$ cat config.mk
export PLATFORM = sky130hd
export DESIGN_NAME = cgra_exec_controller_flat
export DESIGN_NICKNAME = d
export VERILOG_FILES = /design/src/rtl/cgra_exec_controller_pkg.sv /design/src/rtl/cgra_exec_controller_if.sv /design/src/rtl/cgra_exec_controller_iter.sv /design/src/rtl/cgra_exec_controller.sv /design/src/flat_wrapper.sv
export SDC_FILE = /design/constraint.sdc
export NUM_CORES = 1
export LEC_CHECK = 0
export CAP_MARGIN = 20
export CORE_ASPECT_RATIO = 1.4
export CORE_MARGIN = 4
export CORE_UTILIZATION = 52
export DETAILED_ROUTE_END_ITERATION = 10
export GPL_TIMING_DRIVEN = 0
export PLACE_DENSITY = 0.85
export SLEW_MARGIN = 0
export SYNTH_ARGS = -nofsm -noshare
export SYNTH_HDL_FRONTEND = slang
export SYNTH_HIERARCHICAL = 1
export SYNTH_SLANG_ARGS = --single-unit
$ cat constraint.sdc
create_clock -name clk -period 3.4 [get_ports clk]
set_input_delay 0.68 -clock clk [delete_from_list [all_inputs] [get_ports clk]]
set_output_delay 0.68 -clock clk [all_outputs]
set_load 0.05 [all_outputs]
$ cat src/rtl/cgra_exec_controller_pkg.sv
// Shared constants, types and helpers for the CGRA execution controller.
// Optional feature macro: CGRA_EXEC_CONTROLLER_PERF_EN (adds exec_cycle_count).
package cgra_exec_controller_pkg;

  localparam int PE_NUM                  = 16;
  localparam int PE_ID_WIDTH             = $clog2(PE_NUM);
  localparam int CONTEXT_SIZE            = 8;
  localparam int CONTEXT_SIZE_BIT_LENGTH = $clog2(CONTEXT_SIZE);
  localparam int INPUT_NUM_BIT_LENGTH    = 3;
  localparam int OPERATION_BIT_LENGTH    = 4;
  localparam int DATA_WIDTH              = 32;
  localparam int CONTEXT_SWITCH_CLK_SIZE = 3;
  localparam int ITER_WIDTH              = 16;
  localparam int PERIOD_WIDTH            = CONTEXT_SIZE_BIT_LENGTH + 4;
  localparam int PERF_WIDTH              = 32;

  typedef enum logic [2:0] {
    ST_IDLE,
    ST_LOAD,
    ST_START,
    ST_RUN,
    ST_DONE
  } ctrl_state_t;

  typedef struct packed {
    logic [PE_ID_WIDTH-1:0]             pe_id;
    logic [CONTEXT_SIZE_BIT_LENGTH-1:0] context_id;
    logic [INPUT_NUM_BIT_LENGTH-1:0]    index_1;
    logic [INPUT_NUM_BIT_LENGTH-1:0]    index_2;
    logic [OPERATION_BIT_LENGTH-1:0]    op;
    logic [DATA_WIDTH-1:0]              const_data;
    logic                               last;
  } config_word_t;

  // Cycles in one full context loop: (max_id+1) contexts of SWITCH+1 cycles each.
  function automatic logic [PERIOD_WIDTH-1:0] period_len(
    input logic [CONTEXT_SIZE_BIT_LENGTH-1:0] max_id
  );
    return (PERIOD_WIDTH'(max_id) + PERIOD_WIDTH'(1)) *
           PERIOD_WIDTH'(CONTEXT_SWITCH_CLK_SIZE + 1);
  endfunction

  // Fields are widened by one bit so the bounds stay meaningful for any PE count.
  function automatic logic word_in_range(input config_word_t w, input int pe_count);
    return ({1'b0, w.pe_id} < (PE_ID_WIDTH + 1)'(pe_count)) &&
           ({1'b0, w.context_id} < (CONTEXT_SIZE_BIT_LENGTH + 1)'(CONTEXT_SIZE));
  endfunction

endpackage

$ cat src/rtl/cgra_exec_controller_if.sv
// Host/config stream, run control and PE config bus of the CGRA execution controller.
// Optional macro CGRA_EXEC_CONTROLLER_PERF_EN adds exec_cycle_count.
interface cgra_exec_controller_if #(
  parameter int PE_COUNT = cgra_exec_controller_pkg::PE_NUM
) ();
  import cgra_exec_controller_pkg::*;

  logic                               cfg_valid;
  logic                               cfg_ready;
  logic [PE_ID_WIDTH-1:0]             cfg_pe_id;
  logic [CONTEXT_SIZE_BIT_LENGTH-1:0] cfg_context_id;
  logic [INPUT_NUM_BIT_LENGTH-1:0]    cfg_input_index_1;
  logic [INPUT_NUM_BIT_LENGTH-1:0]    cfg_input_index_2;
  logic [OPERATION_BIT_LENGTH-1:0]    cfg_op;
  logic [DATA_WIDTH-1:0]              cfg_const;
  logic                               cfg_last;

  logic                               run_req;
  logic [CONTEXT_SIZE_BIT_LENGTH-1:0] run_max_context_id;
  logic [ITER_WIDTH-1:0]              run_iterations;
  logic                               abort;

  logic [INPUT_NUM_BIT_LENGTH-1:0]    pe_config_input_PE_index_1;
  logic [INPUT_NUM_BIT_LENGTH-1:0]    pe_config_input_PE_index_2;
  logic [OPERATION_BIT_LENGTH-1:0]    pe_config_op;
  logic [DATA_WIDTH-1:0]              pe_config_const_data;
  logic [CONTEXT_SIZE_BIT_LENGTH-1:0] pe_config_index;
  logic [PE_COUNT-1:0]                pe_write_config_data;
  logic                               start_exec;
  logic [CONTEXT_SIZE_BIT_LENGTH-1:0] mapping_context_max_id;
  logic                               busy;
  logic                               done;
  logic                               cfg_error;
`ifdef CGRA_EXEC_CONTROLLER_PERF_EN
  logic [PERF_WIDTH-1:0]              exec_cycle_count;
`endif

  modport master (
    output cfg_valid, cfg_pe_id, cfg_context_id, cfg_input_index_1, cfg_input_index_2,
           cfg_op, cfg_const, cfg_last, run_req, run_max_context_id, run_iterations, abort,
`ifdef CGRA_EXEC_CONTROLLER_PERF_EN
    input  exec_cycle_count,
`endif
    input  cfg_ready, pe_config_input_PE_index_1, pe_config_input_PE_index_2, pe_config_op,
           pe_config_const_data, pe_config_index, pe_write_config_data, start_exec,
           mapping_context_max_id, busy, done, cfg_error
  );

  modport slave (
    input  cfg_valid, cfg_pe_id, cfg_context_id, cfg_input_index_1, cfg_input_index_2,
           cfg_op, cfg_const, cfg_last, run_req, run_max_context_id, run_iterations, abort,
`ifdef CGRA_EXEC_CONTROLLER_PERF_EN
    output exec_cycle_count,
`endif
    output cfg_ready, pe_config_input_PE_index_1, pe_config_input_PE_index_2, pe_config_op,
           pe_config_const_data, pe_config_index, pe_write_config_data, start_exec,
           mapping_context_max_id, busy, done, cfg_error
  );

endinterface

$ cat src/rtl/cgra_exec_controller_iter.sv
// RUN-phase loop timing: a reloading down-counter per context loop plus an
// iteration tally that raises term_o in the last cycle of the final loop.
module cgra_iteration_counter
  import cgra_exec_controller_pkg::*;
(
  input  logic                               clk,
  input  logic                               reset_n,
  input  logic                               load_i,
  input  logic                               en_i,
  input  logic [CONTEXT_SIZE_BIT_LENGTH-1:0] max_id_i,
  input  logic [ITER_WIDTH-1:0]              iter_limit_i,
  output logic                               term_o
);

  logic [PERIOD_WIDTH-1:0] reload_q;
  logic [PERIOD_WIDTH-1:0] remain_q;
  logic [ITER_WIDTH-1:0]   iter_q;
  logic [ITER_WIDTH-1:0]   limit_q;
  logic                    wrap;

  assign wrap = en_i && (remain_q == '0);

  // A zero limit never terminates; such a run only ends on abort.
  assign term_o = wrap && (limit_q != '0) && ((iter_q + ITER_WIDTH'(1)) == limit_q);

  always_ff @(posedge clk or negedge reset_n) begin
    if (!reset_n) begin
      reload_q <= '0;
      remain_q <= '0;
      iter_q   <= '0;
      limit_q  <= '0;
    end else if (load_i) begin
      reload_q <= period_len(max_id_i) - PERIOD_WIDTH'(1);
      remain_q <= period_len(max_id_i) - PERIOD_WIDTH'(1);
      iter_q   <= '0;
      limit_q  <= iter_limit_i;
    end else if (en_i) begin
      if (wrap) begin
        remain_q <= reload_q;
        iter_q   <= iter_q + ITER_WIDTH'(1);
      end else begin
        remain_q <= remain_q - PERIOD_WIDTH'(1);
      end
    end
  end

endmodule

$ cat src/rtl/cgra_exec_controller.sv
// Config-stream to PE-bus sequencer with start/run/done execution control.
// Optional macro CGRA_EXEC_CONTROLLER_PERF_EN adds the exec_cycle_count counter.
//
// state    | meaning
// ST_IDLE  | accepts config words or a run request
// ST_LOAD  | multi-word load in progress, run_req ignored
// ST_START | one-cycle start_exec, latches max id and loop count
// ST_RUN   | counting context loops until done or abort
// ST_DONE  | one-cycle done pulse
module cgra_exec_controller
  import cgra_exec_controller_pkg::*;
#(
  parameter int PE_COUNT = PE_NUM
) (
  input logic                   clk,
  input logic                   reset_n,
  cgra_exec_controller_if.slave ctrl
);

  ctrl_state_t state_q, state_d;
  config_word_t word;
  logic cfg_fire;
  logic word_ok;
  logic iter_term;

  logic                               cfg_ready_q;
  logic                               busy_q;
  logic                               start_exec_q;
  logic                               done_q;
  logic                               cfg_error_q;
  logic [PE_COUNT-1:0]                strobe_q;
  logic [INPUT_NUM_BIT_LENGTH-1:0]    idx_1_q;
  logic [INPUT_NUM_BIT_LENGTH-1:0]    idx_2_q;
  logic [OPERATION_BIT_LENGTH-1:0]    op_q;
  logic [DATA_WIDTH-1:0]              const_q;
  logic [CONTEXT_SIZE_BIT_LENGTH-1:0] ctx_q;
  logic [CONTEXT_SIZE_BIT_LENGTH-1:0] max_id_q;

  assign word = '{pe_id:      ctrl.cfg_pe_id,
                  context_id: ctrl.cfg_context_id,
                  index_1:    ctrl.cfg_input_index_1,
                  index_2:    ctrl.cfg_input_index_2,
                  op:         ctrl.cfg_op,
                  const_data: ctrl.cfg_const,
                  last:       ctrl.cfg_last};

  assign cfg_fire = ctrl.cfg_valid && cfg_ready_q;
  assign word_ok  = word_in_range(word, PE_COUNT);

  // A run may only start once the bus is quiet: no word this cycle, no strobe in flight.
  always_comb begin
    state_d = state_q;
    unique case (state_q)
      ST_IDLE: begin
        if (cfg_fire) begin
          state_d = word.last ? ST_IDLE : ST_LOAD;
        end else if (ctrl.run_req && (strobe_q == '0)) begin
          state_d = ST_START;
        end
      end
      ST_LOAD:  if (cfg_fire && word.last) state_d = ST_IDLE;
      ST_START: state_d = ST_RUN;
      ST_RUN:   if (ctrl.abort || iter_term) state_d = ST_DONE;
      ST_DONE:  state_d = ST_IDLE;
      default:  state_d = ST_IDLE;
    endcase
  end

  always_ff @(posedge clk or negedge reset_n) begin
    if (!reset_n) begin
      state_q      <= ST_IDLE;
      cfg_ready_q  <= 1'b0;
      busy_q       <= 1'b0;
      start_exec_q <= 1'b0;
      done_q       <= 1'b0;
      cfg_error_q  <= 1'b0;
      strobe_q     <= '0;
      idx_1_q      <= '0;
      idx_2_q      <= '0;
      op_q         <= '0;
      const_q      <= '0;
      ctx_q        <= '0;
      max_id_q     <= '0;
    end else begin
      state_q      <= state_d;
      cfg_ready_q  <= (state_d == ST_IDLE) || (state_d == ST_LOAD);
      busy_q       <= (state_d != ST_IDLE);
      start_exec_q <= (state_d == ST_START);
      done_q       <= (state_d == ST_DONE);
      strobe_q     <= '0;
      if (cfg_fire) begin
        idx_1_q <= word.index_1;
        idx_2_q <= word.index_2;
        op_q    <= word.op;
        const_q <= word.const_data;
        ctx_q   <= word.context_id;
        if (word_ok) begin
          strobe_q <= PE_COUNT'(1) << word.pe_id;
        end else begin
          cfg_error_q <= 1'b1;
        end
      end
      if (state_q == ST_START) begin
        max_id_q <= ctrl.run_max_context_id;
      end
      if ((state_q == ST_IDLE) && (state_d == ST_START)) begin
        cfg_error_q <= 1'b0;
      end
    end
  end

  cgra_iteration_counter u_iter (
    .clk          (clk),
    .reset_n      (reset_n),
    .load_i       (state_q == ST_START),
    .en_i         (state_q == ST_RUN),
    .max_id_i     (ctrl.run_max_context_id),
    .iter_limit_i (ctrl.run_iterations),
    .term_o       (iter_term)
  );

`ifdef CGRA_EXEC_CONTROLLER_PERF_EN
  logic [PERF_WIDTH-1:0] perf_q;

  always_ff @(posedge clk or negedge reset_n) begin
    if (!reset_n) begin
      perf_q <= '0;
    end else if (state_q == ST_START) begin
      perf_q <= '0;
    end else if ((state_q == ST_RUN) && (perf_q != '1)) begin
      perf_q <= perf_q + PERF_WIDTH'(1);
    end
  end

  assign ctrl.exec_cycle_count = perf_q;
`endif

  assign ctrl.cfg_ready                  = cfg_ready_q;
  assign ctrl.busy                       = busy_q;
  assign ctrl.start_exec                 = start_exec_q;
  assign ctrl.done                       = done_q;
  assign ctrl.cfg_error                  = cfg_error_q;
  assign ctrl.pe_write_config_data       = strobe_q;
  assign ctrl.pe_config_input_PE_index_1 = idx_1_q;
  assign ctrl.pe_config_input_PE_index_2 = idx_2_q;
  assign ctrl.pe_config_op               = op_q;
  assign ctrl.pe_config_const_data       = const_q;
  assign ctrl.pe_config_index            = ctx_q;
  assign ctrl.mapping_context_max_id     = max_id_q;

endmodule

$ cat src/flat_wrapper.sv
// flat-port wrapper written by rule: the top's interface ports become plain ports
module cgra_exec_controller_flat import cgra_exec_controller_pkg::*;
#(
  parameter int PE_COUNT = PE_NUM
)
  (clk, reset_n, ctrl_cfg_valid, ctrl_cfg_pe_id, ctrl_cfg_context_id, ctrl_cfg_input_index_1, ctrl_cfg_input_index_2, ctrl_cfg_op, ctrl_cfg_const, ctrl_cfg_last, ctrl_run_req, ctrl_run_max_context_id, ctrl_run_iterations, ctrl_abort, ctrl_cfg_ready, ctrl_pe_config_input_PE_index_1, ctrl_pe_config_input_PE_index_2, ctrl_pe_config_op, ctrl_pe_config_const_data, ctrl_pe_config_index, ctrl_pe_write_config_data, ctrl_start_exec, ctrl_mapping_context_max_id, ctrl_busy, ctrl_done, ctrl_cfg_error);
  cgra_exec_controller_if #(.PE_COUNT(PE_COUNT)) ctrl_i ();
  input logic clk;
  input logic reset_n;
  input wire logic [$bits(ctrl_i.cfg_valid)-1:0] ctrl_cfg_valid;
  input wire logic [$bits(ctrl_i.cfg_pe_id)-1:0] ctrl_cfg_pe_id;
  input wire logic [$bits(ctrl_i.cfg_context_id)-1:0] ctrl_cfg_context_id;
  input wire logic [$bits(ctrl_i.cfg_input_index_1)-1:0] ctrl_cfg_input_index_1;
  input wire logic [$bits(ctrl_i.cfg_input_index_2)-1:0] ctrl_cfg_input_index_2;
  input wire logic [$bits(ctrl_i.cfg_op)-1:0] ctrl_cfg_op;
  input wire logic [$bits(ctrl_i.cfg_const)-1:0] ctrl_cfg_const;
  input wire logic [$bits(ctrl_i.cfg_last)-1:0] ctrl_cfg_last;
  input wire logic [$bits(ctrl_i.run_req)-1:0] ctrl_run_req;
  input wire logic [$bits(ctrl_i.run_max_context_id)-1:0] ctrl_run_max_context_id;
  input wire logic [$bits(ctrl_i.run_iterations)-1:0] ctrl_run_iterations;
  input wire logic [$bits(ctrl_i.abort)-1:0] ctrl_abort;
  output wire logic [$bits(ctrl_i.cfg_ready)-1:0] ctrl_cfg_ready;
  output wire logic [$bits(ctrl_i.pe_config_input_PE_index_1)-1:0] ctrl_pe_config_input_PE_index_1;
  output wire logic [$bits(ctrl_i.pe_config_input_PE_index_2)-1:0] ctrl_pe_config_input_PE_index_2;
  output wire logic [$bits(ctrl_i.pe_config_op)-1:0] ctrl_pe_config_op;
  output wire logic [$bits(ctrl_i.pe_config_const_data)-1:0] ctrl_pe_config_const_data;
  output wire logic [$bits(ctrl_i.pe_config_index)-1:0] ctrl_pe_config_index;
  output wire logic [$bits(ctrl_i.pe_write_config_data)-1:0] ctrl_pe_write_config_data;
  output wire logic [$bits(ctrl_i.start_exec)-1:0] ctrl_start_exec;
  output wire logic [$bits(ctrl_i.mapping_context_max_id)-1:0] ctrl_mapping_context_max_id;
  output wire logic [$bits(ctrl_i.busy)-1:0] ctrl_busy;
  output wire logic [$bits(ctrl_i.done)-1:0] ctrl_done;
  output wire logic [$bits(ctrl_i.cfg_error)-1:0] ctrl_cfg_error;
  assign ctrl_i.cfg_valid = ctrl_cfg_valid;
  assign ctrl_i.cfg_pe_id = ctrl_cfg_pe_id;
  assign ctrl_i.cfg_context_id = ctrl_cfg_context_id;
  assign ctrl_i.cfg_input_index_1 = ctrl_cfg_input_index_1;
  assign ctrl_i.cfg_input_index_2 = ctrl_cfg_input_index_2;
  assign ctrl_i.cfg_op = ctrl_cfg_op;
  assign ctrl_i.cfg_const = ctrl_cfg_const;
  assign ctrl_i.cfg_last = ctrl_cfg_last;
  assign ctrl_i.run_req = ctrl_run_req;
  assign ctrl_i.run_max_context_id = ctrl_run_max_context_id;
  assign ctrl_i.run_iterations = ctrl_run_iterations;
  assign ctrl_i.abort = ctrl_abort;
  assign ctrl_cfg_ready = ctrl_i.cfg_ready;
  assign ctrl_pe_config_input_PE_index_1 = ctrl_i.pe_config_input_PE_index_1;
  assign ctrl_pe_config_input_PE_index_2 = ctrl_i.pe_config_input_PE_index_2;
  assign ctrl_pe_config_op = ctrl_i.pe_config_op;
  assign ctrl_pe_config_const_data = ctrl_i.pe_config_const_data;
  assign ctrl_pe_config_index = ctrl_i.pe_config_index;
  assign ctrl_pe_write_config_data = ctrl_i.pe_write_config_data;
  assign ctrl_start_exec = ctrl_i.start_exec;
  assign ctrl_mapping_context_max_id = ctrl_i.mapping_context_max_id;
  assign ctrl_busy = ctrl_i.busy;
  assign ctrl_done = ctrl_i.done;
  assign ctrl_cfg_error = ctrl_i.cfg_error;
  cgra_exec_controller #(.PE_COUNT(PE_COUNT)) u_core (.clk(clk), .reset_n(reset_n), .ctrl(ctrl_i));
endmodule
# --- Word level (Yosys, flattened, before mapping) ---
# Index checks and enable logic that the tools add are counted.
totals:
  ff_bits: 117
  in_bits: 74
  out_inout_bits: 69
op_classes:
  add_sub_neg: 4
  n_eq_ne: 7
  shift: 1
  n_mux: 13
  reduce_logical: 17
op_table:
  columns: ["operator", "count"]
  rows:
  - ["2-to-1 mux 16 bit", 4]
  - ["2-to-1 mux 7 bit", 3]
  - ["adder 16 x 1 -> 16 bit, second input constant", 1]
  - ["== test 16 bit", 1]
  - ["zero test 16 bit", 1]
  - ["nonzero test 16 bit", 1]
  - ["<< shifter 1 x 4 -> 16 bit, first input constant", 1]
  - ["2-to-1 mux 3 bit", 4]
  - ["one-hot mux 3 bit (4 select lines)", 1]
  - ["== test 3 x 2 -> 1 bit, second input constant", 3]
  - ["zero test 7 bit", 1]
  - ["subtractor 6 x 1 -> 7 bit, second input constant", 1]
  - ["subtractor 7 x 1 -> 7 bit, second input constant", 1]
  - ["== test 3 x 1 -> 1 bit, second input constant", 2]
  - ["logical AND 1 bit", 6]
  - ["zero test 3 bit", 2]
  - ["adder 3 x 1 -> 4 bit, second input constant", 1]
  - ["nonzero test 2 bit", 2]
  - ["== test 3 bit, second input constant", 1]
  - ["nonzero test 3 bit", 1]
  - ["logical OR 1 bit", 2]
  - ["AND reduction 2 bit", 1]
  - ["2-to-1 mux 1 bit", 1]

# --- Logic depth before layout (Yosys ltp) ---
# Gate-level depths: netlist of run 1.
logic_depth:
  word_depth: 9
  ltp_mapped: 12

# --- Modules after synthesis ---
# The synthesis of run 1 kept the hierarchy.
by_module_without_submodules:
  columns: ["module", "instances", "cells_each", "area_each_um2", "seq_area_each_um2"]
  rows:
  - ["cgra_exec_controller", 1, 271, 2636.3, 1776.7]
  - ["cgra_iteration_counter", 1, 271, 2613.8, 1126.1]

# --- Worst setup path before layout of run 1 ---
# No wires, ideal clock.
synth_timing:
  path_kind: "register to register"
  from: "reg u_core.state_q[2]"
  to: "reg u_core.state_q[1]"
  setup_ns: 0.124
  t_arrival_ns: 1.961
  required_ns: 3.276
  slack_ns: 1.315
  path_stages_with_launch: 13
  n_path_buf: 1
  period_less_slack_ns: 2.085
  path_cell_list: "dfrtp_1 nor2b_1 and2_1 nand3b_1 and2b_1 buf_4 o2111ai_1 nor2_1 o2111ai_1 nor4_2 o21ai_0 nand2_1 o21ai_1"
synth_between:
  elab_chain_len: 7
  word_cells_on_any_way: 10
synth_lines:
  columns: ["element", "line_no", "source"]
  rows:
  - ["start: declaration", "cgra_exec_controller.sv:20", "ctrl_state_t state_q, state_d;"]
  - ["start signal: assignment", "cgra_exec_controller.sv:85", "state_q <= state_d;"]
  - ["== test 3 x 2 -> 1 bit", "cgra_exec_controller.sv:116", ".en_i (state_q == ST_RUN),"]
  - ["logical AND 1 bit", "cgra_exec_controller_iter.sv:21", "assign wrap = en_i && (remain_q == '0);"]
  - ["logical AND 1 bit (2 in series)", "cgra_exec_controller_iter.sv:24", "assign term_o = wrap && (limit_q != '0) && ((iter_q + ITER_WIDTH'(1)) == limit_q);"]
  - ["via u_core.iter_term", "cgra_exec_controller.sv:24", "logic iter_term;"]
  - ["logical OR 1 bit", "cgra_exec_controller.sv:63", "ST_RUN: if (ctrl.abort || iter_term) state_d = ST_DONE;"]
  - ["2-to-1 mux 3 bit", "cgra_exec_controller.sv:63", null]
  - ["one-hot mux 3 bit (4 select lines)", "cgra_exec_controller.sv:53", "unique case (state_q)"]
  - ["via u_core.state_d[1]", "cgra_exec_controller.sv:20", null]
# The timed path passes the listed nets, and every way through them passes these cells.
# A chain may end at the register's enable or synchronous reset.

# --- Final worst setup path of run 1 ---
layout_timing:
  from: "reg u_core.state_q[1]"
  to: "reg u_core.state_q[1]"
# Same word-level chain as after synthesis.

==> qor.csv, run 1 <==
metric,value,unit
status,finished clean,
finalCriticalPeriod,2.55,ns
area_growth,42.7,%
worst_pin_slew,0.852,ns
ys.flop_type,dfrtp_1,
drtAntennaViolNets,0,
cp_data_required_time,3.68,ns
die_height,127,µm
clock_latency,0.40,ns
io_pins,143,
drtIter0Drc,260,
vias_per_cell,5.36,
yosysTopAreaCell,dfrtp_1,
synth_enable_flop_cells,0,
core,9900,µm²
p_clk_frac,0.278,
switchingPower,2.69,mW
clk_pin_slew,0.05,ns
layout_commonest_cell,nand2_1,
synthDominantCellAreaShare,0.553,
wl_per_cell,16.7,µm
relSlewSlack,0.432,
clockBufferDepth,2,
crit_chain,nor2b_1 -> and2_1 -> nand3b_1 -> and2b_1 -> buf_4 -> o2111ai_1 -> nor2_1 -> o2111ai_1 -> nor4_2 -> o21ai_0 -> nand2_1 -> o21ai_1,
placed_cells,819,
cts_buffers,17,
yosysWarnings,6,
fin_crit_sh,0.750,
setup_viol,0,
post-place-ws,0.921,ns
vias,4565,
avgSynthCellArea,9.69,µm²
postSynthCellCount,542,
multi_input_area,2190,µm²
cts_sinks,116,
async_flop_share,1.00,
wl,14200,µm
final_cell_mix,"164 x nand2_1, 140 x clkdlybuf4s50_1, 116 x dfrtp_1",
crit_arrival,2.83,ns
rsz0062_at_grt,no,
instances_no_fill,851,
start_kind,flip-flop,
p_total,6.77,mW
die-area,11800,µm²
hold_class,in2async,
cpMaxStageDelayCell,dfrtp_1,
cts_tree,built,
timing_hold_violations_final,0,
fp.dieW,92.9,µm
grt_pass1_wl,23400,µm
leakage,3.36,nW
seq_area_frac_synth,0.553,
cts_resized,0,
regArea,2900,µm²
grt_pass1_vias,4747,
drc,0,
powerDensity,904,nW/µm²
hold_ws,0.385,ns
vdd_drop_max,0.638,mV
grt_usage,0.255,
n_fill_cell,666,
initial_core_util,0.530,
maxCapViolCount,0,
cts-root-buf,clkbuf_16,
antenna_found_initial,0,
combPwrFrac,0.401,
intPower,4.08,mW
place_congestion,0.969,
cts_hold_buf,0,
end_kind,flip-flop,
fin_nets,781,
rows,43,
synth_seq_cells,116,
dp_hpwl,10200,µm
firstDrtPassIters,4,
grt_max_degree,67,
finalMaxSlewViolations,0,
antenna_cells,0,
max_freq,0.392,GHz
gr-total-overflow,0,
crit_top_cell,o2111ai_1,
cts_setup_buffers,0,
port_buffers,141,
synth_area,5250,µm²
path_class,reg2reg,
synth_area_leaders,"dfrtp_1 55%, nand2_1 12%, xnor2_1 4.2%",
skew,0.00750,ns
p_sw_frac,0.398,
layout_setup_ws,0.852,ns
power.sequential.fraction,0.321,
crit_fanout,7,
synthDistinctLibCells,54,
htree_levels,4,
syn_nets,620,
layout-drive-gt1-share,0.108,
cpPeakStageDelay,0.38,ns
[critical path: cells and delay by family (launching register included)]
family                 cells  cell delay, ns
and+or+nand+nor            7            1.36
buffers and inverters      1            0.16
DFF                        1            0.38
AOI/OAI and AO/OA          4            0.52
[sequential cells by signal, summed over array words and instances, names as in the netlist, 3 cells and up]
| name | cells |
|---|---|
| u_core/ctrl.pe_config_input_PE_index_2 | 3 |
| u_core/state_q | 3 |
| u_core/u_iter/remain_q | 7 |
| u_core/ctrl.pe_config_input_PE_index_1 | 3 |
| u_core/ctrl.pe_config_const_data | 32 |
| u_core/u_iter/reload_q | 6 |
| u_core/u_iter/iter_q | 16 |
| u_core/ctrl.mapping_context_max_id | 3 |
| u_core/ctrl.pe_config_op | 4 |
| u_core/ctrl.pe_config_index | 3 |
| u_core/ctrl.pe_write_config_data | 16 |
| u_core/u_iter/limit_q | 16 |
[layer usage]
layer  up-vias  global-route usage  share of wire
met5         -                   0              0
met4         0               0.105          0.024
met1      2222               0.267           0.35
met2       197               0.440           0.52
li1       2116                   -              -
met3        30               0.115           0.10
[synthesized netlist by cell type (2+ instances only)]
cell,count
nand2b_1,6
ha_1,4
nor2_2,2
dfrtp_1,116
a21boi_0,2
xnor2_1,25
and2_1,2
or3_1,3
o2111ai_1,3
nor4_1,7
o22ai_1,2
o211ai_1,2
xor2_1,13
o31a_1,2
nor3b_1,2
nand3_1,16
mux2_2,19
o21a_1,3
inv_1,8
buf_1,2
nand3b_1,3
nor2b_1,2
clkbuf_1,10
and4_1,2
nor2_1,45
buf_4,5
buf_2,9
a21oi_1,10
nor3_1,8
nand2_1,164
o21ai_0,17
nand4_1,5
a31oi_1,2
[stage by stage]
| step | cell area, µm² | setup TNS, ns | utilization |
|---|---|---|---|
| 2_1_floorplan | 5250 | 0 | - |
| 3_3_place_gp | 6830 | -306.35 | 0.690 |
| 3_5_place_dp | 6860 | 0 | 0.692 |
| 4_1_cts | 7490 | 0 | 0.757 |
| 5_1_grt | 7490 | 0 | 0.757 |
| 6_report | 7490 | 0 | 0.757 |
[final timing paths]
kind                                                                   from                                               end  slack [ns]  cells after the start
setup / recovery                                u_core/state_q[1]$_DFF_PN0_                       u_core/state_q[1]$_DFF_PN0_        0.85                     12
min in group clk           u_core/ctrl.pe_config_const_data[25]$_DFFE_PN0N_  u_core/ctrl.pe_config_const_data[25]$_DFFE_PN0N_        0.47                      2
setup reg to reg                                u_core/state_q[1]$_DFF_PN0_                       u_core/state_q[1]$_DFF_PN0_        0.85                     12
hold reg to reg            u_core/ctrl.pe_config_const_data[25]$_DFFE_PN0N_  u_core/ctrl.pe_config_const_data[25]$_DFFE_PN0N_        0.47                      2
hold / removal                                                      reset_n              u_core/u_iter/limit_q[5]$_DFFE_PN0P_        0.39                      1
max in group asynchronous                                           reset_n  u_core/ctrl.pe_config_const_data[11]$_DFFE_PN0N_        2.27                      2
[final cells by class]
| class | count | share of cell area |
|---|---|---|
| sequential | 116 | 0.388 |
| multi-input combinational | 392 | 0.292 |
| timing repair buffer | 142 | 0.192 |
| clock buffer | 20 | 0.0610 |
| clock inverter | 12 | 0.0237 |
| tap | 135 | 0.0226 |
| buffer | 26 | 0.0170 |
| inverter | 8 | 0.00401 |
[power groups by stage]
stage	combinational, mW	sequential, mW	clock [mW]
2_1_floorplan	0.918	2.99	0
3_3_place_gp	2.62	2.16	0
3_5_place_dp	2.69	2.18	0
4_1_cts	2.72	2.17	1.91
5_1_grt	2.90	2.23	1.98
6_report	2.71	2.17	1.88
[logic make-up after synthesis]
logic type / synth area share
simple gates: 0.235
flops: 0.553
compound gates: 0.0632
xor+xnor: 0.0665
buf+inv: 0.0300
mux: 0.0427
fa+ha+maj: 0.00953
other cells: 0.000714
No activity file was read; power rests on OpenSTA's default activity.
==> run 2, diff against run 1 <==
--- a/config.mk
+++ b/config.mk
@@ -8,10 +8,10 @@
 export CAP_MARGIN = 20
 export CORE_ASPECT_RATIO = 1.4
 export CORE_MARGIN = 4
-export CORE_UTILIZATION = 52
+export CORE_UTILIZATION = 48
 export DETAILED_ROUTE_END_ITERATION = 10
 export GPL_TIMING_DRIVEN = 0
-export PLACE_DENSITY = 0.85
+export PLACE_DENSITY = 0.8
 export SLEW_MARGIN = 0
 export SYNTH_ARGS = -nofsm -noshare
 export SYNTH_HDL_FRONTEND = slang
==> constraint.sdc (replaced) <==
create_clock -name clk -period 2.6 [get_ports clk]
set_input_delay 0.52 -clock clk [delete_from_list [all_inputs] [get_ports clk]]
set_output_delay 0.52 -clock clk [all_outputs]
set_load 0.05 [all_outputs]
==> run 2 against run 1 <==
Compared with the run above: worst hold slack worse by 0.13 ns; final cell count up 0.35%; largest power group unchanged; total power is 31% higher.
==> qor.csv, run 2 (synthesized netlist as in run 1, its figures left out) <==
metric,value,unit,change
status,finished clean,,
power.sequential.fraction,0.320,,about the same
finalCriticalPeriod,2.48,ns,-0.0668 ns
grt_max_degree,72,,+7.5%
max_freq,0.403,GHz,+2.7%
hold_ws,0.255,ns,-0.130 ns
crit_chain,nor2b_2 -> and2_4 -> nand3b_1 -> and2b_1 -> buf_4 -> o2111ai_1 -> nor2_1 -> o2111ai_1 -> nor4_2 -> o21ai_2 -> nand2_1 -> o21ai_1,,
path_class,reg2reg,,
cts_buffers,17,,unchanged
wl,14000,µm,-2.0%
intPower,5.37,mW,+32%
core,10500,µm²,+6.2%
port_buffers,141,,unchanged
grt_pass1_vias,4700,,-0.99%
layout_commonest_cell,nand2_1,,
crit_buf_inv,1,,unchanged
placed_cells,822,,+0.37%
fin_crit_sh,0.954,,+0.205
dpl_cell_area,6860,µm²,about the same
io_pins,143,,unchanged
layout_setup_ws,0.119,ns,-0.733 ns
drc,0,,unchanged
cts_hold_buf,0,,unchanged
p_clk_frac,0.282,,+0.004
antenna_found_initial,0,,unchanged
antenna_cells,0,,unchanged
timing.setup.tns,0,ns,unchanged
n_fill_cell,741,,+11%
rsz0062_at_grt,no,,
wl_per_cell,16.3,µm,-2.3%
area_growth,43.4,%,
dp_hpwl,10200,µm,-0.72%
gr-total-overflow,0,,unchanged
switchingPower,3.53,mW,+31%
firstDrtPassIters,4,,unchanged
maxCapViolCount,0,,unchanged
final_cell_area,7530,µm²,+0.52%
drtAntennaViolNets,0,,unchanged
crit_arrival,2.76,ns,-0.07 ns
crit_fanout,7,,unchanged
cpMaxStageDelayCell,dfrtp_1,,
cts_setup_buffers,0,,unchanged
clock_latency,0.41,ns,about the same
layout-drive-gt1-share,0.117,,+0.00978
clk_pin_slew,0.05,ns,about the same
cts_tree,built,,
hold_class,in2async,,
p_sw_frac,0.396,,-0.00131
final_cell_mix,"164 x nand2_1, 140 x clkdlybuf4s50_1, 116 x dfrtp_1",,
die_height,132,µm,+3.8%
largest_register_ff_count,32,,unchanged
post-place-ws,0.0150,ns,-0.906 ns
crit_top_cell,o2111ai_1,,
drtIter0Drc,230,,-12%
skew,0.00911,ns,+0.00161 ns
initial_core_util,0.499,,-0.0310
grt_pass1_wl,22600,µm,-3.5%
fin_nets,781,,unchanged
rows,44,,+2.3%
finalMaxSlewViolations,0,,unchanged
htree_levels,4,,unchanged
worst_pin_slew,0.889,ns,+0.0369 ns
vias,4448,,-2.6%
end_kind,flip-flop,,
combPwrFrac,0.398,,-0.003
cts_sinks,116,,unchanged
multi_input_area,2210,µm²,+1.1%
grt_usage,0.232,,-0.0234
cp_data_required_time,2.88,ns,-0.80 ns
place_congestion,0.942,,-2.8%
timing_hold_violations_final,0,,unchanged
cts-root-buf,clkbuf_16,,
relSlewSlack,0.407,,-0.0246
vias_per_cell,5.21,,-2.9%
die-area,12700,µm²,+7.7%
instances_no_fill,854,,+0.35%
start_kind,flip-flop,,
leakage,3.37,nW,+0.32%
setup_viol,0,,unchanged
cpPeakStageDelay,0.39,ns,about the same
cp_top_family,simple AND/OR/NAND/NOR gates,,
regArea,2900,µm²,unchanged
powerDensity,1180,nW/µm²,+31%
fp.dieW,96.4,µm,+3.7%
clockBufferDepth,2,,unchanged
vdd_drop_max,0.818,mV,+28%
==> run 2: power groups by stage <==
stage | registers [mW] | clock network (mW) | logic [mW]
4_1_cts | 2.84 | 2.54 | 3.55
3_5_place_dp | 2.84 | 0 | 3.52
5_1_grt | 2.91 | 2.62 | 3.78
6_report | 2.85 | 2.51 | 3.54
3_3_place_gp | 2.82 | 0 | 3.45
2_1_floorplan | 3.90 | 0 | 1.20
==> run 2: final timing paths <==
path | from | cells after the start | endpoint | slack [ns]
max in group asynchronous | reset_n | 2 | u_core/ctrl.mapping_context_max_id[2]$_DFFE_PN0P_ | 1.63
setup reg to reg | u_core/state_q[1]$_DFF_PN0_ | 12 | u_core/state_q[1]$_DFF_PN0_ | 0.12
setup / recovery | u_core/state_q[1]$_DFF_PN0_ | 12 | u_core/state_q[1]$_DFF_PN0_ | 0.12
hold / removal | reset_n | 1 | u_core/u_iter/iter_q[6]$_DFFE_PN0P_ | 0.26
min in group clk | u_core/ctrl.pe_config_const_data[28]$_DFFE_PN0N_ | 2 | u_core/ctrl.pe_config_const_data[28]$_DFFE_PN0N_ | 0.48
hold reg to reg | u_core/ctrl.pe_config_const_data[28]$_DFFE_PN0N_ | 2 | u_core/ctrl.pe_config_const_data[28]$_DFFE_PN0N_ | 0.48
==> run 2: layout make-up <==
class,instances,area share
Sequential cell,116,0.386
Multi-Input combinational cell,392,0.294
Timing Repair Buffer,142,0.191
Clock buffer,21,0.0625
Clock inverter,11,0.0231
Tap cell,138,0.0229
Buffer,26,0.0171
Inverter,8,0.00399
==> run 2: what timing repair did <==
item,4_1_cts,5_1_grt
pin swaps,1,2
endpoints found under the setup margin,2,10
resized for setup,1,9
==> run 2: routing by layer <==
| layer | up-vias | routed length [µm] | share of wire | GRT usage |
|---|---|---|---|---|
| li1 | 2116 | - | - | - |
| met1 | 2100 | 4850 | 0.35 | 0.236 |
| met2 | 200 | 7250 | 0.52 | 0.395 |
| met3 | 32 | 1500 | 0.11 | 0.114 |
| met4 | 0 | 368 | 0.026 | 0.0936 |
| met5 | - | 0 | 0 | 0 |
==> run 2: metrics by stage <==
stage | total power [mW] | util
3_3_place_gp | 6.26 | 0.650
4_1_cts | 8.93 | 0.714
5_1_grt | 9.32 | 0.716
3_5_place_dp | 6.36 | 0.652
2_1_floorplan | 5.10 | -
6_report | 8.90 | 0.716
==> run 3, diff against run 2 <==
--- a/config.mk
+++ b/config.mk
@@ -5,13 +5,14 @@
 export SDC_FILE = /design/constraint.sdc
 export NUM_CORES = 1
 export LEC_CHECK = 0
+export ABC_AREA = 1
 export CAP_MARGIN = 20
 export CORE_ASPECT_RATIO = 1.4
 export CORE_MARGIN = 4
-export CORE_UTILIZATION = 48
+export CORE_UTILIZATION = 49
 export DETAILED_ROUTE_END_ITERATION = 10
 export GPL_TIMING_DRIVEN = 0
-export PLACE_DENSITY = 0.8
+export PLACE_DENSITY = 0.81
 export SLEW_MARGIN = 0
 export SYNTH_ARGS = -nofsm -noshare
 export SYNTH_HDL_FRONTEND = slang
==> run 3 against run 2 <==
Compared with the run above: count of clock-buffer cells in the layout decreased by 3; wire length increased by 8.7%; worst setup slack improved by 0.10 ns; first-iteration DRC count increased by 25%; clock skew increased by 0.0019 ns; maximum frequency increased by 4.3%; combinational power increased by 4%; area after synthesis increased by 3.2%; non-clock buffer count decreased by 5; synthesized cell count increased by 23%.
==> qor.csv, run 3 <==
metric,value,unit,change
status,finished clean,,
clockBufferDepth,2,,unchanged
vias,5055,,+14%
fin_nets,906,,+16%
grt_pass1_wl,25300,µm,+12%
leakage,3.63,nW,+7.8%
yosysTopAreaCell,dfrtp_1,,
fp.dieW,96.9,µm,+0.49%
port_buffers,141,,unchanged
n_fill_cell,806,,+8.8%
synthDominantCellAreaShare,0.536,,-0.0171
vdd_drop_max,0.851,mV,+4.0%
layout-drive-gt1-share,0.103,,-0.0139
timing_hold_violations_final,0,,unchanged
drc,0,,unchanged
drtAntennaViolNets,0,,unchanged
cts-root-buf,clkbuf_16,,
grt_max_degree,66,,-8.3%
wl_per_cell,15.5,µm,-5.4%
max_freq,0.420,GHz,+4.3%
hold_class,in2async,,
area_growth,41.0,%,
ys.flop_type,dfrtp_1,,
clock_latency,0.41,ns,about the same
drtIter0Drc,287,,+25%
post-place-ws,0.136,ns,+0.121 ns
yosysWarnings,6,,unchanged
r2r_slack,0.22,ns,+0.10 ns
clk_pin_slew,0.05,ns,about the same
cts_hold_buf,0,,unchanged
top_layer,met4,,
rsz0062_at_grt,no,,
firstDrtPassIters,5,,+1
avgSynthCellArea,8.15,µm²,-16%
wl_met1,5290,µm,+9.2%
maxCapViolCount,0,,unchanged
synthTopCellsByCount,"260 x nand2_1, 116 x dfrtp_1, 52 x nor2_1",,
die-area,12800,µm²,+1.0%
synth_area,5420,µm²,+3.2%
cts_buffers,17,,unchanged
final_cell_mix,"260 x nand2_1, 140 x clkdlybuf4s50_1, 115 x dfrtp_1",,
relSlewSlack,0.539,,+0.132
core,10800,µm²,+2.8%
async_flop_share,1.00,,unchanged
htree_levels,4,,unchanged
synth_seq_cells,116,,unchanged
grt_pass1_vias,5441,,+16%
powerDensity,1140,nW/µm²,-3.4%
worst_pin_slew,0.691,ns,-0.198 ns
cts_tree,built,,
setup_viol,0,,unchanged
largest_register_ff_count,32,,unchanged
finalMaxSlewViolations,0,,unchanged
wl_met2,7990,µm,+10%
dp_hpwl,10900,µm,+7.4%
end_kind,flip-flop,,
synth_area_leaders,"dfrtp_1 54%, nand2_1 18%, nand3_1 4.2%",,
finalCriticalPeriod,2.38,ns,-0.103 ns
rows,45,,+2.3%
postSynthCellCount,665,,+23%
synth_enable_flop_cells,0,,unchanged
timing.rr.start,u_core/u_iter/iter_q[1]$_DFFE_PN0P_,,
wl_met3,1430,µm,-4.3%
cp_data_required_time,2.90,ns,+0.02 ns
die_height,132,µm,+0.51%
place_congestion,0.909,,-3.5%
endpoint,u_core/state_q[1]$_DFF_PN0_,,
vias_per_cell,5.15,,-1.2%
antenna_found_initial,0,,unchanged
fin_crit_sh,0.915,,-0.0396
synth.most_common_cell,nand2_1,,
grt_usage,0.246,,+0.0147
skew,0.0110,ns,+0.00190 ns
io_pins,143,,unchanged
crit_arrival,2.68,ns,-0.08 ns
synthDistinctLibCells,34,,-37%
wl,15200,µm,+8.7%
hold_ws,0.141,ns,-0.114 ns
start_kind,flip-flop,,
path_class,reg2reg,,
cts_sinks,116,,unchanged
antenna_cells,0,,unchanged
layout_setup_ws,0.221,ns,+0.103 ns
seq_area_frac_synth,0.536,,-0.0171
syn_nets,743,,+20%
initial_core_util,0.501,,+0.00187
gr-total-overflow,0,,unchanged
rr_endpoint,u_core/state_q[1]$_DFF_PN0_,,
crit_fanout,6,,-1
reg2reg_depth,16,,+4
crit_start,u_core/u_iter/iter_q[1]$_DFFE_PN0P_,,
layout_commonest_cell,nand2_1,,
## run 3: layer usage
metal / track usage / vias to the layer above
met4: 0.112 / 0
li1: - / 2427
met3: 0.0997 / 38
met1: 0.246 / 2378
met2: 0.444 / 212
met5: 0 / -
## run 3: final cells by class
type / instances / area, µm² / share of cell area
Buffer: 19 / 118 / 0.0154
Clock buffer: 18 / 439 / 0.0575
Clock inverter: 14 / 153 / 0.0200
Inverter: 57 / 214 / 0.0280
Multi-Input combinational cell: 473 / 2190 / 0.286
Sequential cell: 116 / 2900 / 0.380
Tap cell: 141 / 176 / 0.0231
Timing Repair Buffer: 144 / 1450 / 0.190
## run 3: critical path: stages (launching register included)
cell     delay [ns]
dfrtp_1        0.41
ha_2           0.25
nand2_2        0.10
nor2_4         0.23
nand2_2        0.10
nand2_1        0.09
nand3_1        0.07
nand2_1        0.12
nand2_1        0.07
inv_1          0.05
nand2_1        0.06
nor2_1         0.10
nand2_1        0.07
nor2_1         0.19
nor2_1         0.11
o21ai_1        0.16
nand2_1        0.08
## run 3: where the power goes
group	total [mW]	internal (mW)	switching, mW
clock network	2.32	1.44	0.876
registers	2.72	2.37	0.352
logic	3.68	1.21	2.47
## run 3: worst min-delay path by stage
stage	startpoint	end	slack, ns	cells past startpoint
global placement	u_core/u_iter/reload_q[1]$_DFFE_PN0P_	u_core/u_iter/reload_q[1]$_DFFE_PN0P_	0.44	1
global route	reset_n	u_core/u_iter/limit_q[12]$_DFFE_PN0P_	0.20	1
detailed placement	u_core/u_iter/reload_q[1]$_DFFE_PN0P_	u_core/u_iter/reload_q[1]$_DFFE_PN0P_	0.45	1
CTS	reset_n	u_core/u_iter/limit_q[12]$_DFFE_PN0P_	0.16	1
floorplan	reset_n	u_core/ctrl.busy$_DFF_PN0_	0.22	0
finish	reset_n	u_core/u_iter/limit_q[12]$_DFFE_PN0P_	0.14	1
## run 3: kinds of logic after synthesis
| family | after synthesis | synth area share |
|---|---|---|
| buf+inv | 76 | 0.0612 |
| other cells | 1 | 0.000692 |
| xor+xnor | 9 | 0.0196 |
| fa+ha+maj | 4 | 0.00924 |
| flops | 116 | 0.536 |
| compound gates | 57 | 0.0587 |
| simple gates | 402 | 0.315 |
## run 3: per-stage QoR
step / util / cells / power (mW) / setup TNS (ns) / instance area (µm²)
floorplan: - / 665 / 5.08 / 0 / 5420
global placement: 0.648 / 947 / 6.29 / -385.03 / 7010
detailed placement: 0.650 / 948 / 6.38 / 0 / 7030
CTS: 0.705 / 980 / 8.77 / 0 / 7620
global route: 0.707 / 982 / 9.20 / 0 / 7640
finish: 0.707 / 982 / 8.72 / 0 / 7640
## run 3: timing repair
item                       4_1_cts  5_1_grt
gates resized for setup          0        3
setup endpoints to repair        0        2
buffers inserted                 0        2
